==> config.mk <==
export PLATFORM = sky130hd
export DESIGN_NAME = mdu_seq_flat
export DESIGN_NICKNAME = d
export VERILOG_FILES = /design/src/rtl/mdu_seq_if.sv /design/src/rtl/mdu_seq.sv /design/src/flat_wrapper.sv
export SDC_FILE = /design/constraint.sdc
export NUM_CORES = 1
export LEC_CHECK = 0
export ABC_CLOCK_PERIOD_IN_PS = 3150
export BUFFER_PORTS_ARGS = -buffer_cell sky130_fd_sc_hd__buf_4
export CAP_MARGIN = 20
export CORE_ASPECT_RATIO = 2
export CORE_UTILIZATION = 30
export CTS_CLUSTER_SIZE = 10
export DETAILED_ROUTE_END_ITERATION = 10
export GPL_TIMING_DRIVEN = 1
export PLACE_DENSITY = 0.47
export SKIP_CTS_REPAIR_TIMING = 1
export SLEW_MARGIN = 5
export SYNTH_ARGS = -nofsm -noshare
export SYNTH_HDL_FRONTEND = slang
export SYNTH_SLANG_ARGS = --single-unit
==> constraint.sdc <==
create_clock -name clk -period 3.15 [get_ports clk]
set_input_delay 0.63 -clock clk [delete_from_list [all_inputs] [get_ports clk]]
set_output_delay 0.63 -clock clk [all_outputs]
set_load 0.02 [all_outputs]
==> src/rtl/mdu_seq_if.sv <==
// Request/response bundle for the sequential multiply/divide unit.
interface mdu_seq_if #(
  parameter int WIDTH = 32
);
  logic             start;
  logic             mult;
  logic             signed_calc;
  logic             cancel;
  logic [WIDTH-1:0] a;
  logic [WIDTH-1:0] b;
  logic             busy;
  logic             done;
  logic [WIDTH-1:0] hi;
  logic [WIDTH-1:0] lo;
  logic             div_by_zero;

  modport master (
    output start, mult, signed_calc, cancel, a, b,
    input  busy, done, hi, lo, div_by_zero
  );

  modport slave (
    input  start, mult, signed_calc, cancel, a, b,
    output busy, done, hi, lo, div_by_zero
  );
endinterface

==> src/rtl/mdu_seq.sv <==
// Sequential multiply/divide: one result bit per cycle on operand magnitudes,
// with the sign applied once at the end so latency never depends on the data.
module mdu_seq #(
  parameter int WIDTH = 32
) (
  input  logic       clk,
  input  logic       rst,
  mdu_seq_if.slave   bus
);
  localparam int CW = $clog2(WIDTH);

  typedef enum logic [1:0] {IDLE, PREP, CALC, FIX} state_t;

  state_t           r_state;
  logic [CW-1:0]    r_count;
  logic             r_mult;
  logic             r_signed;
  logic             r_negQ;
  logic             r_negR;
  logic [WIDTH-1:0] r_a;
  logic [WIDTH-1:0] r_b;
  logic [WIDTH-1:0] r_opnd;
  logic [WIDTH-1:0] r_acc;
  logic [WIDTH-1:0] r_lo;
  logic             r_busy;
  logic             r_done;
  logic             r_dbz;
  logic [WIDTH-1:0] r_hiOut;
  logic [WIDTH-1:0] r_loOut;

  logic             w_aNeg;
  logic             w_bNeg;
  logic [WIDTH-1:0] w_aMag;
  logic [WIDTH-1:0] w_bMag;
  logic [WIDTH:0]   w_mulAdd;
  logic [WIDTH:0]   w_shift;
  logic             w_geq;
  logic [WIDTH-1:0] w_diff;
  logic [2*WIDTH-1:0] w_prodMag;
  logic [2*WIDTH-1:0] w_prod;
  logic [WIDTH-1:0] w_quo;
  logic [WIDTH-1:0] w_rem;

  assign w_aNeg = r_signed & r_a[WIDTH-1];
  assign w_bNeg = r_signed & r_b[WIDTH-1];
  assign w_aMag = w_aNeg ? -r_a : r_a;
  assign w_bMag = w_bNeg ? -r_b : r_b;

  // Multiply: r_acc:r_lo is the running product, r_lo's LSB selects the add.
  assign w_mulAdd = r_lo[0] ? ({1'b0, r_acc} + {1'b0, r_opnd}) : {1'b0, r_acc};

  // Divide: r_acc is the partial remainder, r_lo shifts dividend out and quotient in.
  assign w_shift = {r_acc, r_lo[WIDTH-1]};
  assign w_geq   = w_shift >= {1'b0, r_opnd};
  assign w_diff  = w_shift[WIDTH-1:0] - r_opnd;

  assign w_prodMag = {r_acc, r_lo};
  assign w_prod    = r_negQ ? -w_prodMag : w_prodMag;
  assign w_quo     = r_negQ ? -r_lo : r_lo;
  assign w_rem     = r_negR ? -r_acc : r_acc;

  always_ff @(posedge clk) begin
    if (rst) begin
      r_state  <= IDLE;
      r_count  <= '0;
      r_mult   <= 1'b0;
      r_signed <= 1'b0;
      r_negQ   <= 1'b0;
      r_negR   <= 1'b0;
      r_a      <= '0;
      r_b      <= '0;
      r_opnd   <= '0;
      r_acc    <= '0;
      r_lo     <= '0;
      r_busy   <= 1'b0;
      r_done   <= 1'b0;
      r_dbz    <= 1'b0;
      r_hiOut  <= '0;
      r_loOut  <= '0;
    end else begin
      r_done <= 1'b0;
      if (r_state == IDLE) begin
        if (bus.start && !bus.cancel) begin
          r_a      <= bus.a;
          r_b      <= bus.b;
          r_mult   <= bus.mult;
          r_signed <= bus.signed_calc;
          r_busy   <= 1'b1;
          r_state  <= PREP;
        end
      end else if (bus.cancel) begin
        r_busy  <= 1'b0;
        r_state <= IDLE;
      end else begin
        case (r_state)
          PREP: begin
            r_negQ  <= w_aNeg ^ w_bNeg;
            r_negR  <= w_aNeg;
            r_acc   <= '0;
            r_lo    <= r_mult ? w_bMag : w_aMag;
            r_opnd  <= r_mult ? w_aMag : w_bMag;
            r_count <= '0;
            r_state <= CALC;
          end
          CALC: begin
            if (r_mult) begin
              r_acc <= w_mulAdd[WIDTH:1];
              r_lo  <= {w_mulAdd[0], r_lo[WIDTH-1:1]};
            end else if (w_geq) begin
              r_acc <= w_diff;
              r_lo  <= {r_lo[WIDTH-2:0], 1'b1};
            end else begin
              r_acc <= w_shift[WIDTH-1:0];
              r_lo  <= {r_lo[WIDTH-2:0], 1'b0};
            end
            r_count <= r_count + 1'b1;
            if (r_count == CW'(WIDTH - 1)) r_state <= FIX;
          end
          FIX: begin
            if (r_mult) begin
              {r_hiOut, r_loOut} <= w_prod;
              r_dbz <= 1'b0;
            end else if (r_b == '0) begin
              r_hiOut <= r_a;
              r_loOut <= '1;
              r_dbz   <= 1'b1;
            end else begin
              r_hiOut <= w_rem;
              r_loOut <= w_quo;
              r_dbz   <= 1'b0;
            end
            r_done  <= 1'b1;
            r_busy  <= 1'b0;
            r_state <= IDLE;
          end
          default: r_state <= IDLE;
        endcase
      end
    end
  end

  assign bus.busy        = r_busy;
  assign bus.done        = r_done;
  assign bus.hi          = r_hiOut;
  assign bus.lo          = r_loOut;
  assign bus.div_by_zero = r_dbz;
endmodule

==> src/flat_wrapper.sv <==
// flat-port wrapper written by rule: the top's interface ports become plain ports
module mdu_seq_flat 
#(
  parameter int WIDTH = 32
)
  (clk, rst, bus_start, bus_mult, bus_signed_calc, bus_cancel, bus_a, bus_b, bus_busy, bus_done, bus_hi, bus_lo, bus_div_by_zero);
  mdu_seq_if #(.WIDTH(WIDTH)) bus_i ();
  input  logic clk;
  input  logic rst;
  input wire logic [$bits(bus_i.start)-1:0] bus_start;
  input wire logic [$bits(bus_i.mult)-1:0] bus_mult;
  input wire logic [$bits(bus_i.signed_calc)-1:0] bus_signed_calc;
  input wire logic [$bits(bus_i.cancel)-1:0] bus_cancel;
  input wire logic [$bits(bus_i.a)-1:0] bus_a;
  input wire logic [$bits(bus_i.b)-1:0] bus_b;
  output wire logic [$bits(bus_i.busy)-1:0] bus_busy;
  output wire logic [$bits(bus_i.done)-1:0] bus_done;
  output wire logic [$bits(bus_i.hi)-1:0] bus_hi;
  output wire logic [$bits(bus_i.lo)-1:0] bus_lo;
  output wire logic [$bits(bus_i.div_by_zero)-1:0] bus_div_by_zero;
  assign bus_i.start = bus_start;
  assign bus_i.mult = bus_mult;
  assign bus_i.signed_calc = bus_signed_calc;
  assign bus_i.cancel = bus_cancel;
  assign bus_i.a = bus_a;
  assign bus_i.b = bus_b;
  assign bus_busy = bus_i.busy;
  assign bus_done = bus_i.done;
  assign bus_hi = bus_i.hi;
  assign bus_lo = bus_i.lo;
  assign bus_div_by_zero = bus_i.div_by_zero;
  mdu_seq #(.WIDTH(WIDTH)) u_core (.clk(clk), .rst(rst), .bus(bus_i));
endmodule
==> reports/results.ini <==
[run_status]
status = finished, final reports clean

[pwr]
power_switching_mw = 2.41
leakagePower_nw = 9.56
p_sw_share_pct = 30.6
p_comb_share_pct = 19.8
power_density_nw_per_um2 = 341
p_seq_share_pct = 40.0
ir_drop_uv = 386
intPower_mw = 5.45
power_frac_clock_pct = 40.2

[timing]
hold_slack_ps = 293
slew_headroom_pct = 24.6
fin_setup_tns_ps = 0
worstMarginPinSlew_ps = 1130
final.min_clock_period_ps = 3120
setup_viol = 0
slew_viol_final = 0
rsz0062_at_grt = true
hold_viol = 0
fin_worst_skew_ps = 12.0
period_share_pct = 98.9
fmax_mhz = 321

[worst_setup_path]
rrSetupSlack_ps = 30
cp-start-kind = flop
reg2reg_from = u_core.r_acc[1]$_SDFFE_PP0P_
path_max_fanout = 5
r2r_cells = 10
setup.worst_path.end_class = flop
cp_data_arrival_time_ps = 3530
crit_chain = inv_1 -> ha_2 -> nor3b_4 -> nand4_1 -> or4_4 -> or2_4 -> o21ai_2 -> xnor2_1 -> o211ai_1 -> a21oi_1
slowest_stage = o211ai_1
crit_type = flop to flop
path_delay_family = simple AND/OR/NAND/NOR gates
r2r_end = u_core.bus.hi[28]$_SDFFE_PP0P_
cp.required_ps = 3570
slowest_delay_ps = 540
cp_num_buf_inv = 1

[floorplan]
die_w_um = 175
rows = 126
start_util_pct = 30.5
die_h_um = 349
coreArea_um2 = 59100
die_area_um2 = 61100
ios = 137

[synth]
synth-xor-area-share_pct = 9.48
synth-compound-area-share_pct = 26.4
ys.flop_type = dfxtp_1
synth_top_family_by_area = compound AO/OA/AOI/OAI gates
ys_warn_count = 0
syn-instance-count = 2454
async_flop_share_pct = 0
synth_edf_count = 0
yosys.area_share.adder_pct = 5.36
netlist-cell-type-count = 83
yosys.area_share.simple_pct = 22.0
syn_area_um2 = 18000
syn_avg_cell_area_um2 = 7.34
ys_ff_latch = 238
synth_mux_area_share_pct = 4.51
syn_nets = 2600
yosysSeqAreaShare_pct = 26.4

[detailed_routing]
drt_first_pass_iters = 5
wl_per_cell_um = 24.9
dr.max_layer_used = met4
postRouteAntennaNets = 0
totalWireLength_mm = 88.2
viasPerCell = 5.62
vias = 19900
drc = 0
drtIter0Drc = 1259
wl_met1_mm = 29.1
met3_length_mm = 3.42
wl_met2_mm = 45.9

[worst_hold_path]
hold_path_startpoint = bus_b[8]
holdPathEnd = u_core.r_b[8]$_SDFFE_PP0P_
holdPathStages = 3
hold_class = primary input to flop

[clock_tree]
clock-sinks = 238
clockBufferDepth = 3
clk_latency_ps = 590
htreeDepth = 1
cts_tree = done
numCtsBuffers = 28
root_buffer = clkbuf_16
clk_pin_slew_ps = 70

[global_routing]
grt_pass1_wl_mm = 129
grt_pass1_vias = 20200
grt_antenna_before_repair = 0
grt_usage_pct = 28.6
grt_overflow = 0
grt_max_degree = 92

[place]
placed_cells = 3500
dpl.hpwl_mm = 69.9
finalWeightedCongestion = 0.981
io_buffers = 136

[run]
cap_violations = 0

[finish]
syn_to_final_growth_pct = 27.9
n_antenna_cell = 0
final_cells = 3538
drive_gt1_share_pct = 22.2
nNetsFinal = 2911

cells in the mapped netlist (25+ instances only):
cell      count  area [um2]
ha_1         74         926
o211ai_1     62         465
o21ai_0     147         736
nand3_1      37         185
mux2i_1      25         250
a21oi_1     240        1200
nor2_1      220         826
or3_1        29         181
nor3_1       66         330
a31oi_1      34         213
xnor2_1      97         850
dfxtp_1     238        4760
a211oi_1     65         488
clkbuf_1    173         649
inv_1        75         282
o31ai_1      34         255
nand2_1     362        1360
xor2_1       98         858
nand2b_1     32         200
cells by family (layout without fill, tap and decap cells):
logic type               after synthesis  count (layout)
multiplexers                          54              54
buffers and inverters                275             591
XOR/XNOR                             195             195
flip-flops                           238             238
adder cells (fa/ha/maj)               76              76
AO/OA/AOI/OAI                        744             744
AND/OR/NAND/NOR                      872             872
power groups by stage:
stage	Sequential, mW	Combinational, mW	Clock [mW]
floorplan	3.20	0.730	0
global placement	3.20	1.48	0
detailed placement	3.21	1.49	0
CTS	3.14	1.49	3.23
global route	3.15	1.65	3.32
finish	3.14	1.56	3.16
layout by cell type (no fill, tap or decap), drive strengths merged, types with 23 or more instances in the layout:
cell    instances
o31ai          36
nand2         362
ha             74
o21ai         149
xor2           98
mux2i          25
dfxtp         238
nor3           67
nor2          220
nand4          23
a31oi          34
buf           479
nand3          37
or3            30
clkbuf         34
inv            76
o211ai         62
a21oi         240
nand2b         32
xnor2          97
a211oi         65
metrics by stage:
step	power, mW	utilization, %	setup slack (ps)	area (um2)
finish	7.86	39.0	33.5	23000
global route	8.12	39.0	-78.1	23000
CTS	7.86	38.6	-577	22800
detailed placement	4.69	37.2	-545	22000
global placement	4.69	37.2	-549	22000
floorplan	3.93	-	147	18000
cell type report:
type | instances | area, um2
repair buffers | 479 | 3770
fillers | 6260 | 36100
inverters | 77 | 289
multi-input cells | 1941 | 12400
clock buffers | 34 | 785
clock inverters | 1 | 30.0
flip-flops and latches | 238 | 4780
well taps | 768 | 961
per-layer routing:
metal / global-route usage (%) / vias up
met5: 0 / -
met4: 27.5 / 0
met3: 2.64 / 298
met2: 53.1 / 725
met1: 27.1 / 9468
li1: - / 9391
worst max-delay path by stage:
stage                     depth (start not counted)  slack, ps                        endpoint                         start
after floorplan                                  11        150  u_core.bus.hi[30]$_SDFFE_PP0P_   u_core.r_lo[0]$_SDFFE_PP0P_
after global placement                           12       -550   u_core.r_acc[28]$_SDFFE_PP0P_  u_core.r_acc[1]$_SDFFE_PP0P_
after detailed placement                         12       -550   u_core.r_acc[28]$_SDFFE_PP0P_  u_core.r_acc[1]$_SDFFE_PP0P_
after CTS                                        12       -580   u_core.r_acc[28]$_SDFFE_PP0P_  u_core.r_acc[1]$_SDFFE_PP0P_
after global routing                             12        -80   u_core.r_acc[28]$_SDFFE_PP0P_  u_core.r_acc[4]$_SDFFE_PP0P_
final                                            10         30  u_core.bus.hi[28]$_SDFFE_PP0P_  u_core.r_acc[1]$_SDFFE_PP0P_
state kept, by name (all words and copies together), names as in the netlist, 2 cells and up:
signal	cells
u_core.bus.hi	32
u_core.bus.lo	32
u_core.r_a	32
u_core.r_acc	32
u_core.r_b	32
u_core.r_lo	32
u_core.r_opnd	32
u_core.r_count	5
u_core.r_state	2
worst register-to-register path, cell delays in order, from the launching register on:
cell	delay, ps
dfxtp_4	400
inv_1	160
ha_2	230
nor3b_4	200
nand4_1	280
or4_4	510
or2_4	270
o21ai_2	150
xnor2_1	80
o211ai_1	540
a21oi_1	150
No activity file was read; power rests on OpenSTA's default activity.
